$ cat config.mk
export PLATFORM = sky130hd
export DESIGN_NAME = pyramid_level_scheduler
export DESIGN_NICKNAME = d
export VERILOG_FILES = /design/src/rtl/pyramid_level_scheduler.sv
export SDC_FILE = /design/constraint.sdc
export NUM_CORES = 1
export LEC_CHECK = 0
export CORE_UTILIZATION = 37
export CTS_CLUSTER_DIAMETER = 100
export CTS_CLUSTER_SIZE = 30
export DETAILED_ROUTE_END_ITERATION = 12
export SYNTH_ARGS = -nofsm -noshare
export SYNTH_HDL_FRONTEND = slang
export SYNTH_SLANG_ARGS = --single-unit
$ cat constraint.sdc
create_clock -name i_clk -period 4.94 [get_ports i_clk]
set_input_delay 0.988 -clock i_clk [delete_from_list [all_inputs] [get_ports i_clk]]
set_output_delay 0.988 -clock i_clk [all_outputs]
set_load 0.02 [all_outputs]
$ cat src/rtl/pyramid_level_scheduler.sv
// Walks the HOG image pyramid one level at a time, shrinking dims by (SCALE-1)/SCALE per level.
// state | meaning: IDLE accept frame | START pulse level | WAIT level running | CALC shrink dims | DONE frame end
module pyramid_level_scheduler #(
    parameter int IMAGE_WIDTH  = 640,
    parameter int IMAGE_HEIGHT = 480,
    parameter int SCALE        = 9,
    parameter int LEVELS       = 15,
    parameter int MIN_WIDTH    = 64,
    parameter int MIN_HEIGHT   = 128,
    parameter int DIM_WIDTH    = 11,
    parameter int LVL_WIDTH    = 4
) (
    input  logic                 i_clk,
    input  logic                 i_rst,
    input  logic                 i_frame_start,
    output logic                 o_frame_ready,
    output logic                 o_busy,
    input  logic                 i_abort,
    output logic                 o_level_start,
    output logic [LVL_WIDTH-1:0] o_level_index,
    output logic [DIM_WIDTH-1:0] o_level_width,
    output logic [DIM_WIDTH-1:0] o_level_height,
    input  logic                 i_level_done,
    output logic                 o_frame_done,
    output logic [LVL_WIDTH-1:0] o_levels_processed
);

    typedef enum logic [2:0] {S_IDLE, S_START, S_WAIT, S_CALC, S_DONE} state_t;

    localparam int                   PROD_W   = DIM_WIDTH + 16;
    localparam logic [15:0]          RATIO_Q  = 16'((65536 * (SCALE - 1)) / SCALE);
    localparam logic [DIM_WIDTH-1:0] IMG_W    = DIM_WIDTH'(IMAGE_WIDTH);
    localparam logic [DIM_WIDTH-1:0] IMG_H    = DIM_WIDTH'(IMAGE_HEIGHT);
    localparam logic [DIM_WIDTH-1:0] MIN_W    = DIM_WIDTH'(MIN_WIDTH);
    localparam logic [DIM_WIDTH-1:0] MIN_H    = DIM_WIDTH'(MIN_HEIGHT);
    localparam logic [LVL_WIDTH-1:0] LAST_IDX = LVL_WIDTH'(LEVELS - 1);

    state_t               r_state;
    state_t               w_next_state;
    logic [LVL_WIDTH-1:0] r_level_index;
    logic [DIM_WIDTH-1:0] r_level_width;
    logic [DIM_WIDTH-1:0] r_level_height;
    logic [LVL_WIDTH-1:0] r_levels_processed;

    logic [PROD_W-1:0]    w_width_prod;
    logic [PROD_W-1:0]    w_height_prod;
    logic [DIM_WIDTH-1:0] w_next_width;
    logic [DIM_WIDTH-1:0] w_next_height;
    logic                 w_img_too_small;
    logic                 w_next_too_small;
    logic                 w_last_level;

    // Truncating Q16 multiply; the shifted-down product is the normative next dimension.
    assign w_width_prod     = PROD_W'(r_level_width) * PROD_W'(RATIO_Q);
    assign w_height_prod    = PROD_W'(r_level_height) * PROD_W'(RATIO_Q);
    assign w_next_width     = DIM_WIDTH'(w_width_prod >> 16);
    assign w_next_height    = DIM_WIDTH'(w_height_prod >> 16);
    assign w_img_too_small  = (IMG_W < MIN_W) || (IMG_H < MIN_H);
    assign w_next_too_small = (w_next_width < MIN_W) || (w_next_height < MIN_H);
    assign w_last_level     = (r_level_index == LAST_IDX);

    always_ff @(posedge i_clk) begin
        if (i_rst) begin
            r_state <= S_IDLE;
        end else begin
            r_state <= w_next_state;
        end
    end

    always_comb begin
        w_next_state = r_state;
        if (i_abort && (r_state != S_IDLE)) begin
            w_next_state = S_IDLE;
        end else begin
            case (r_state)
                S_IDLE:  if (i_frame_start) w_next_state = w_img_too_small ? S_DONE : S_START;
                S_START: w_next_state = S_WAIT;
                S_WAIT:  if (i_level_done) w_next_state = w_last_level ? S_DONE : S_CALC;
                S_CALC:  w_next_state = w_next_too_small ? S_DONE : S_START;
                S_DONE:  w_next_state = S_IDLE;
                default: w_next_state = S_IDLE;
            endcase
        end
    end

    // Level registers: abort only suppresses the done-count increment, partial counts are kept.
    always_ff @(posedge i_clk) begin
        if (i_rst) begin
            r_level_index      <= '0;
            r_level_width      <= IMG_W;
            r_level_height     <= IMG_H;
            r_levels_processed <= '0;
        end else begin
            case (r_state)
                S_IDLE: begin
                    if (i_frame_start) begin
                        r_level_index      <= '0;
                        r_level_width      <= IMG_W;
                        r_level_height     <= IMG_H;
                        r_levels_processed <= '0;
                    end
                end
                S_WAIT: begin
                    if (i_level_done && !i_abort) begin
                        r_levels_processed <= r_levels_processed + 1'b1;
                    end
                end
                S_CALC: begin
                    r_level_index  <= r_level_index + 1'b1;
                    r_level_width  <= w_next_width;
                    r_level_height <= w_next_height;
                end
                default: ;
            endcase
        end
    end

    always_comb begin
        o_frame_ready      = (r_state == S_IDLE);
        o_busy             = (r_state != S_IDLE);
        o_level_start      = (r_state == S_START);
        o_frame_done       = (r_state == S_DONE);
        o_level_index      = r_level_index;
        o_level_width      = r_level_width;
        o_level_height     = r_level_height;
        o_levels_processed = r_levels_processed;
    end

endmodule

==> out/metrics.yaml, run 1 <==
outcome: "finished clean"
antenna_found_initial: 0
cp_slowest_cell: "fa_2"
yosys.area_share.simple_pct: 11.1
crit_chain: "inv_2 > fa_1 > inv_2 > ha_4 > fa_1 > fa_1 > fa_2 > ha_4 > and4_1 > and3_4 > a221oi_2 > nor2_1 > or3_1 > a211o_1 > o22ai_2 > a31o_1"
slew_violations: 0
grt_first_pass_wirelength_um: 24900
synth.area.mux_share_pct: 0.553
finalNonFillerCells: 926
worstSetupEndpointType: "flip-flop"
p_leak_nw: 3.65
synthToLayoutAreaGrowth_pct: 24.3
cts_buffers: 5
io_buffer_count: 38
synth_area_leaders: "ha_1 (29%), fa_1 (22%), dfxtp_1 (11%)"
drtAntennaViolNets: 0
synth_compound_area_share_pct: 13.7
synthFlopType: "dfxtp_1"
min_path_type: "flip-flop to flip-flop"
worstPathArrival_ns: 5.07
rsz0062_at_grt: "true"
viasPerCell: 5.12
crit_top_cell: "fa_1"
dp_hpwl_um: 12600
peakVddDrop_mv: 0.485
critPathTopFamily: "adder cells"
place_ws_ns: -0.182
finClkSkew_ns: 0.00675
cts.clk_slew.worst_paths_ns: 0.06
cp.depth: 16
fin_util_pct: 47.6
synth_xor_area_share_pct: 4.19
required_ns: 5.16
cts_hold_buffers: 0
synth_top_family_by_area: "adder cells"
setup_viol: 0
yosysWarnings: 0
final.period_utilization_pct: 98.0
synth-edff-count: 0
tritoncts: "done"
cts_max_path_buffers: 2
slowest_delay_ns: 0.63
grt_usage_pct: 19.4
drc: 0
pin_count: 39
wire_per_inst_um: 16.1
drtPass1Iterations: 4
crit_fanout: 3
synth_area_leader_cell: "ha_1"
grt_pass1_vias: 5018
die_area_um2: 16400
whs_path_depth: 1
ys_types: 68
synth_most_common_cell: "ha_1"
critical_path.startpoint_type: "flip-flop"
setup_tns_ns: 0
yosysSeqAreaShare_pct: 11.2
core-area_um2: 15400
synthAdderAreaFrac_pct: 50.5
fin_crit_ns: 4.84
drv_cap: 0
setup_slack_ns: 0.0974
yosysTopAreaCellShare_pct: 28.7
initial_core_util_pct: 38.3
hold_viol_final: 0
synth.avg_cell_area_um2: 9.33
critPathBufInv: 2
worst_pin_slew_ns: 0.965
ctsHtreeMaxLevel: 2
fmax_ghz: 0.207
drive_gt1_share_pct: 18.9
die_x_um: 128
p_per_area_nw_per_um2: 738
synthCells: 631
dp_cells: 914
totalWireLength_um: 14900
via_count: 4741
initialDrtViolationCount: 140
gp_congestion: 0.867
relSlewSlack_pct: 34.0
grt_max_degree: 27
fp-row-count: 45
fin_nets: 918
synth_fp_nets: 835
critPathKind: "flip-flop to flip-flop"
antennaDiodeCount: 0
synth-async-reset-ratio_pct: 0
rr_worst_depth: 16
syn_area_um2: 5890
cts_root_buf: "clkbuf_16"
ys_top_cells_by_count: "ha_1 (135), inv_1 (122), fa_1 (64), nor2_1 (41), dfxtp_1 (33)"
synth-seq-cells: 33
cts_sinks: 33
die_h_um: 128
clk_latency_ns: 0.28
overflow: 0
[flip-flops by register name, summed over array words and instances, names as in the netlist]
| name | count |
|---|---|
| o_level_height | 11 |
| o_level_width | 11 |
| o_level_index | 4 |
| o_levels_processed | 4 |
| r_state | 3 |
[through the flow]
stage | cell area, um2 | total power [mW] | hold WS (ns)
after global placement | 6810 | 4.30 | 0.503
final | 7310 | 5.40 | 0.490
after global routing | 7310 | 5.99 | 0.527
after CTS | 7020 | 4.91 | 0.517
after floorplan | 5890 | 3.17 | 0.567
after detailed placement | 6810 | 4.40 | 0.505
[cell families (layout without fill, tap and decap cells)]
family / count (synthesis) / in the layout
mux: 3 / 3
xor+xnor: 26 / 26
buf+inv: 133 / 217
simple gates: 127 / 127
flops: 33 / 33
compound gates: 110 / 110
fa+ha+maj: 199 / 199
[where the power goes]
| part | leakage (nW) | internal (mW) | switching [mW] | total [mW] |
|---|---|---|---|---|
| clock | 0.0706 | 0.185 | 0.118 | 0.303 |
| sequential | 0.271 | 0.297 | 0.0472 | 0.344 |
| combinational | 3.31 | 2.20 | 2.55 | 4.75 |
[worst paths after layout]
| kind | startpoint | endpoint | slack, ns |
|---|---|---|---|
| setup reg to reg | o_level_height[9]$_SDFFE_PP0P_ | r_state[2]$_SDFFE_PP0P_ | 0.1 |
| hold reg to reg | o_level_width[5]$_SDFFE_PP0P_ | o_level_width[5]$_SDFFE_PP0P_ | 0.49 |
| setup / recovery | o_level_height[9]$_SDFFE_PP0P_ | r_state[2]$_SDFFE_PP0P_ | 0.1 |
| hold / removal | o_level_width[5]$_SDFFE_PP0P_ | o_level_width[5]$_SDFFE_PP0P_ | 0.49 |
[routing by layer]
layer	part of all wire (%)	track usage, %	vias up
met2	49	33.9	69
met1	47	25.4	2345
li1	-	-	2307
met4	2.0	5.54	0
met3	2.4	1.96	20
met5	0	0	-
[placed cells by master (no fill, tap or decap), types with 5 or more instances in the layout]
cell type,synthesis,routed
a21o_1,9,9
a21oi_1,32,25
a21oi_2,2,9
a22oi_1,13,13
and2_1,6,6
and3_1,8,7
buf_4,0,48
clkbuf_16,0,5
clkdlybuf4s50_1,0,38
dfxtp_1,33,21
dfxtp_2,0,10
fa_1,64,55
fa_2,0,9
ha_1,135,118
ha_4,0,15
inv_1,122,119
nand2_1,25,25
nand2b_1,6,6
nand3_1,8,8
nor2_1,41,40
o21ai_0,7,5
o21ai_1,7,7
xnor2_1,12,12
xor2_1,13,13
[final cells by class]
| class | instances | area (um2) |
|---|---|---|
| timing repair buffer | 86 | 741 |
| fill | 1465 | 8060 |
| clock inverter | 2 | 10.0 |
| multi-input combinational | 465 | 5030 |
| clock buffer | 6 | 129 |
| tap | 211 | 264 |
| sequential | 33 | 681 |
| inverter | 123 | 462 |
[what timing repair did]
| action | CTS | global route |
|---|---|---|
| buffers inserted | 1 | 3 |
| setup endpoints to repair | 5 | 14 |
| gates resized for setup | 15 | 52 |
| cloned | 0 | 0 |
| pin swaps | 11 | 32 |
| hold endpoints to repair | 0 | 0 |
No activity file was read; power rests on OpenSTA's default activity.
==> run 2: changes to the inputs <==
Settings changed: RECOVER_POWER set to 100.
==> run 2 against run 1 <==
Wire length hardly changed. Sequential share of layout area hardly changed. Die area stayed put. Register-to-register slack hardly changed. Critical endpoint unchanged. Highest routed layer unchanged.
==> out/metrics.yaml, run 2 (synthesis gave the netlist of run 1 again) <==
drc: 0  # unchanged
use_met1_pct: 25.4  # unchanged
synthToLayoutAreaGrowth_pct: 24.2  # about the same
crit_fanout: 3  # unchanged
worstHoldEndpoint: "o_level_width[5]$_SDFFE_PP0P_"
p_clk_share_pct: 5.6  # about the same
initialDrtViolationCount: 136  # -2.9%
p_leak_nw: 3.73  # +2.0%
drv_cap: 0  # unchanged
use_met3_pct: 1.96  # unchanged
finClkSkew_ns: 0.00668  # -0.0000697 ns
slew_violations: 0  # unchanged
final.period_utilization_pct: 98.0  # about the same
initial_core_util_pct: 38.3  # unchanged
worstPathArrival_ns: 5.07  # about the same
post_dp_cell_area_um2: 6810  # unchanged
drtAntennaViolNets: 0  # unchanged
outcome: "finished clean"
hold_ws_ns: 0.490  # +0.0000190 ns
p_per_area_nw_per_um2: 736  # -0.23%
rr_startpoint: "o_level_height[9]$_SDFFE_PP0P_"
final_area_um2: 7310  # about the same
worst_pin_slew_ns: 1.22  # +0.254 ns
required_ns: 5.16  # about the same
drtPass1Iterations: 4  # unchanged
setup_viol: 0  # unchanged
grt_usage_pct: 19.4  # unchanged
pin_count: 39  # unchanged
crit_chain: "inv_2 > fa_1 > inv_2 > ha_4 > fa_1 > fa_1 > fa_2 > ha_4 > and4_1 > and3_4 > a221oi_2 > nor2_1 > or3_1 > a211o_1 > o22ai_2 > a31o_1"
fin_crit_ns: 4.84  # -0.000125 ns
relSlewSlack_pct: 18.7  # -15 points
startpoint: "o_level_height[9]$_SDFFE_PP0P_"
grt_max_degree: 27  # unchanged
finalNonFillerCells: 926  # unchanged
io_buffer_count: 38  # unchanged
fmax_ghz: 0.207  # about the same
fin_util_pct: 47.6  # about the same
layout_common_cells: "inv_1 (119), ha_1 (118), fa_1 (55), buf_4 (47), nor2_1 (40)"
p_sw_mw: 2.72  # about the same
worstSetupEndpointType: "flip-flop"
core-area_um2: 15400  # unchanged
cp_slowest_cell: "fa_2"
die_area_um2: 16400  # unchanged
rr_worst_depth: 16  # unchanged
tritoncts: "done"
rsz0062_at_grt: "true"
wire_per_inst_um: 16.1  # about the same
totalWireLength_um: 14900  # about the same
use_met2_pct: 33.9  # unchanged
viasPerCell: 5.11  # -0.11%
critPathTopFamily: "adder cells"
gp_congestion: 0.867  # unchanged
cts.clk_slew.worst_paths_ns: 0.06  # about the same
fin_nets: 918  # unchanged
overflow: 0  # unchanged
hold_viol_final: 0  # unchanged
critPathBufInv: 2  # unchanged
crit_top_cell: "fa_1"
holdCritStartpoint: "o_level_width[5]$_SDFFE_PP0P_"
combinationalPowerShare_pct: 88.0  # about the same
grt_pass1_vias: 5018  # unchanged
layout_commonest_cell: "inv_1"
critical_path.startpoint_type: "flip-flop"
clk_latency_ns: 0.28  # about the same
antennaDiodeCount: 0  # unchanged
cts_hold_buffers: 0  # unchanged
slowest_delay_ns: 0.63  # about the same
ctsHtreeMaxLevel: 2  # unchanged
drive_gt1_share_pct: 18.7  # -0.14 points
critPathKind: "flip-flop to flip-flop"
grt_busiest_layer: "met2"
cp.depth: 16  # unchanged
place_ws_ns: -0.182  # unchanged
peakVddDrop_mv: 0.485  # about the same
die_h_um: 128  # unchanged
antenna_found_initial: 0  # unchanged
intPower_mw: 2.67  # -0.49%
fp-row-count: 45  # unchanged
dp_hpwl_um: 12600  # unchanged
sw_frac_of_total_pct: 50.5  # +0.10 points
die_x_um: 128  # unchanged
whs_path_depth: 1  # unchanged
min_path_type: "flip-flop to flip-flop"
cts_buffers: 5  # unchanged
seqPwrFrac_pct: 6.4  # about the same
grt_first_pass_wirelength_um: 24900  # unchanged
cts_root_buf: "clkbuf_16"
r2r_slack_ns: 0.1  # about the same
cts_max_path_buffers: 2  # unchanged
setup_slack_ns: 0.0975  # +0.000125 ns
cts_sinks: 33  # unchanged
reg2reg_to: "r_state[2]$_SDFFE_PP0P_"
via_count: 4736  # -0.11%
dp_cells: 914  # unchanged
run 2: changes by cell type in the layout (fill, tap and decap cells not counted), sizes merged:
cell           before  now
buf                48   47
clkbuf              6    7
dlygate4sd3         0   35
clkdlybuf4s50      38    3
run 2: cell type report:
cell class / instances / area [um2]
fillers: 1465 / 8060
multi-input cells: 465 / 5030
repair buffers: 86 / 737
flip-flops and latches: 33 / 681
inverters: 123 / 462
well taps: 211 / 264
clock buffers: 6 / 129
clock inverters: 2 / 10.0
run 2: worst register-to-register path: stages (launching register included):
cell and delay [ns]:
dfxtp_2 0.33, inv_2 0.05, fa_1 0.55, inv_2 0.05, ha_4 0.22, fa_1 0.58
fa_1 0.46, fa_2 0.63, ha_4 0.24, and4_1 0.18, and3_4 0.17, a221oi_2 0.21
nor2_1 0.08, or3_1 0.36, a211o_1 0.33, o22ai_2 0.19, a31o_1 0.17
run 2: what timing repair did:
action	4_1_cts	5_1_grt
endpoints found under the setup margin	5	14
pin swaps	11	32
buffers inserted	1	3
resized for setup	15	52
run 2: how the worst max path moves through the flow:
| stage | endpoint |
|---|---|
| 2_1_floorplan | r_state[2]$_SDFFE_PP0P_ |
| 3_3_place_gp | r_state[2]$_SDFFE_PP0P_ |
| 3_5_place_dp | r_state[2]$_SDFFE_PP0P_ |
| 4_1_cts | r_state[2]$_SDFFE_PP0P_ |
| 5_1_grt | r_state[2]$_SDFFE_PP0P_ |
| 6_report | r_state[2]$_SDFFE_PP0P_ |
run 2: power groups by stage:
stage | clock, mW | sequential, mW | combinational (mW)
6_report | 0.303 | 0.344 | 4.74
3_5_place_dp | 0 | 0.345 | 4.05
5_1_grt | 0.324 | 0.348 | 5.30
3_3_place_gp | 0 | 0.343 | 3.96
4_1_cts | 0.311 | 0.341 | 4.25
2_1_floorplan | 0 | 0.365 | 2.80
run 2: through the flow:
stage / power [mW] / setup TNS (ns)
after floorplan: 3.17 / 0
after global placement: 4.30 / -0.0994
after detailed placement: 4.40 / -0.452
after CTS: 4.91 / 0
after global routing: 5.97 / -0.110
final: 5.38 / 0
run 2: routing by layer:
layer | wire length (um) | up-vias
met5 | 0 | -
met4 | 300 | 0
met3 | 371 | 20
met2 | 7290 | 71
met1 | 6940 | 2340
li1 | - | 2305
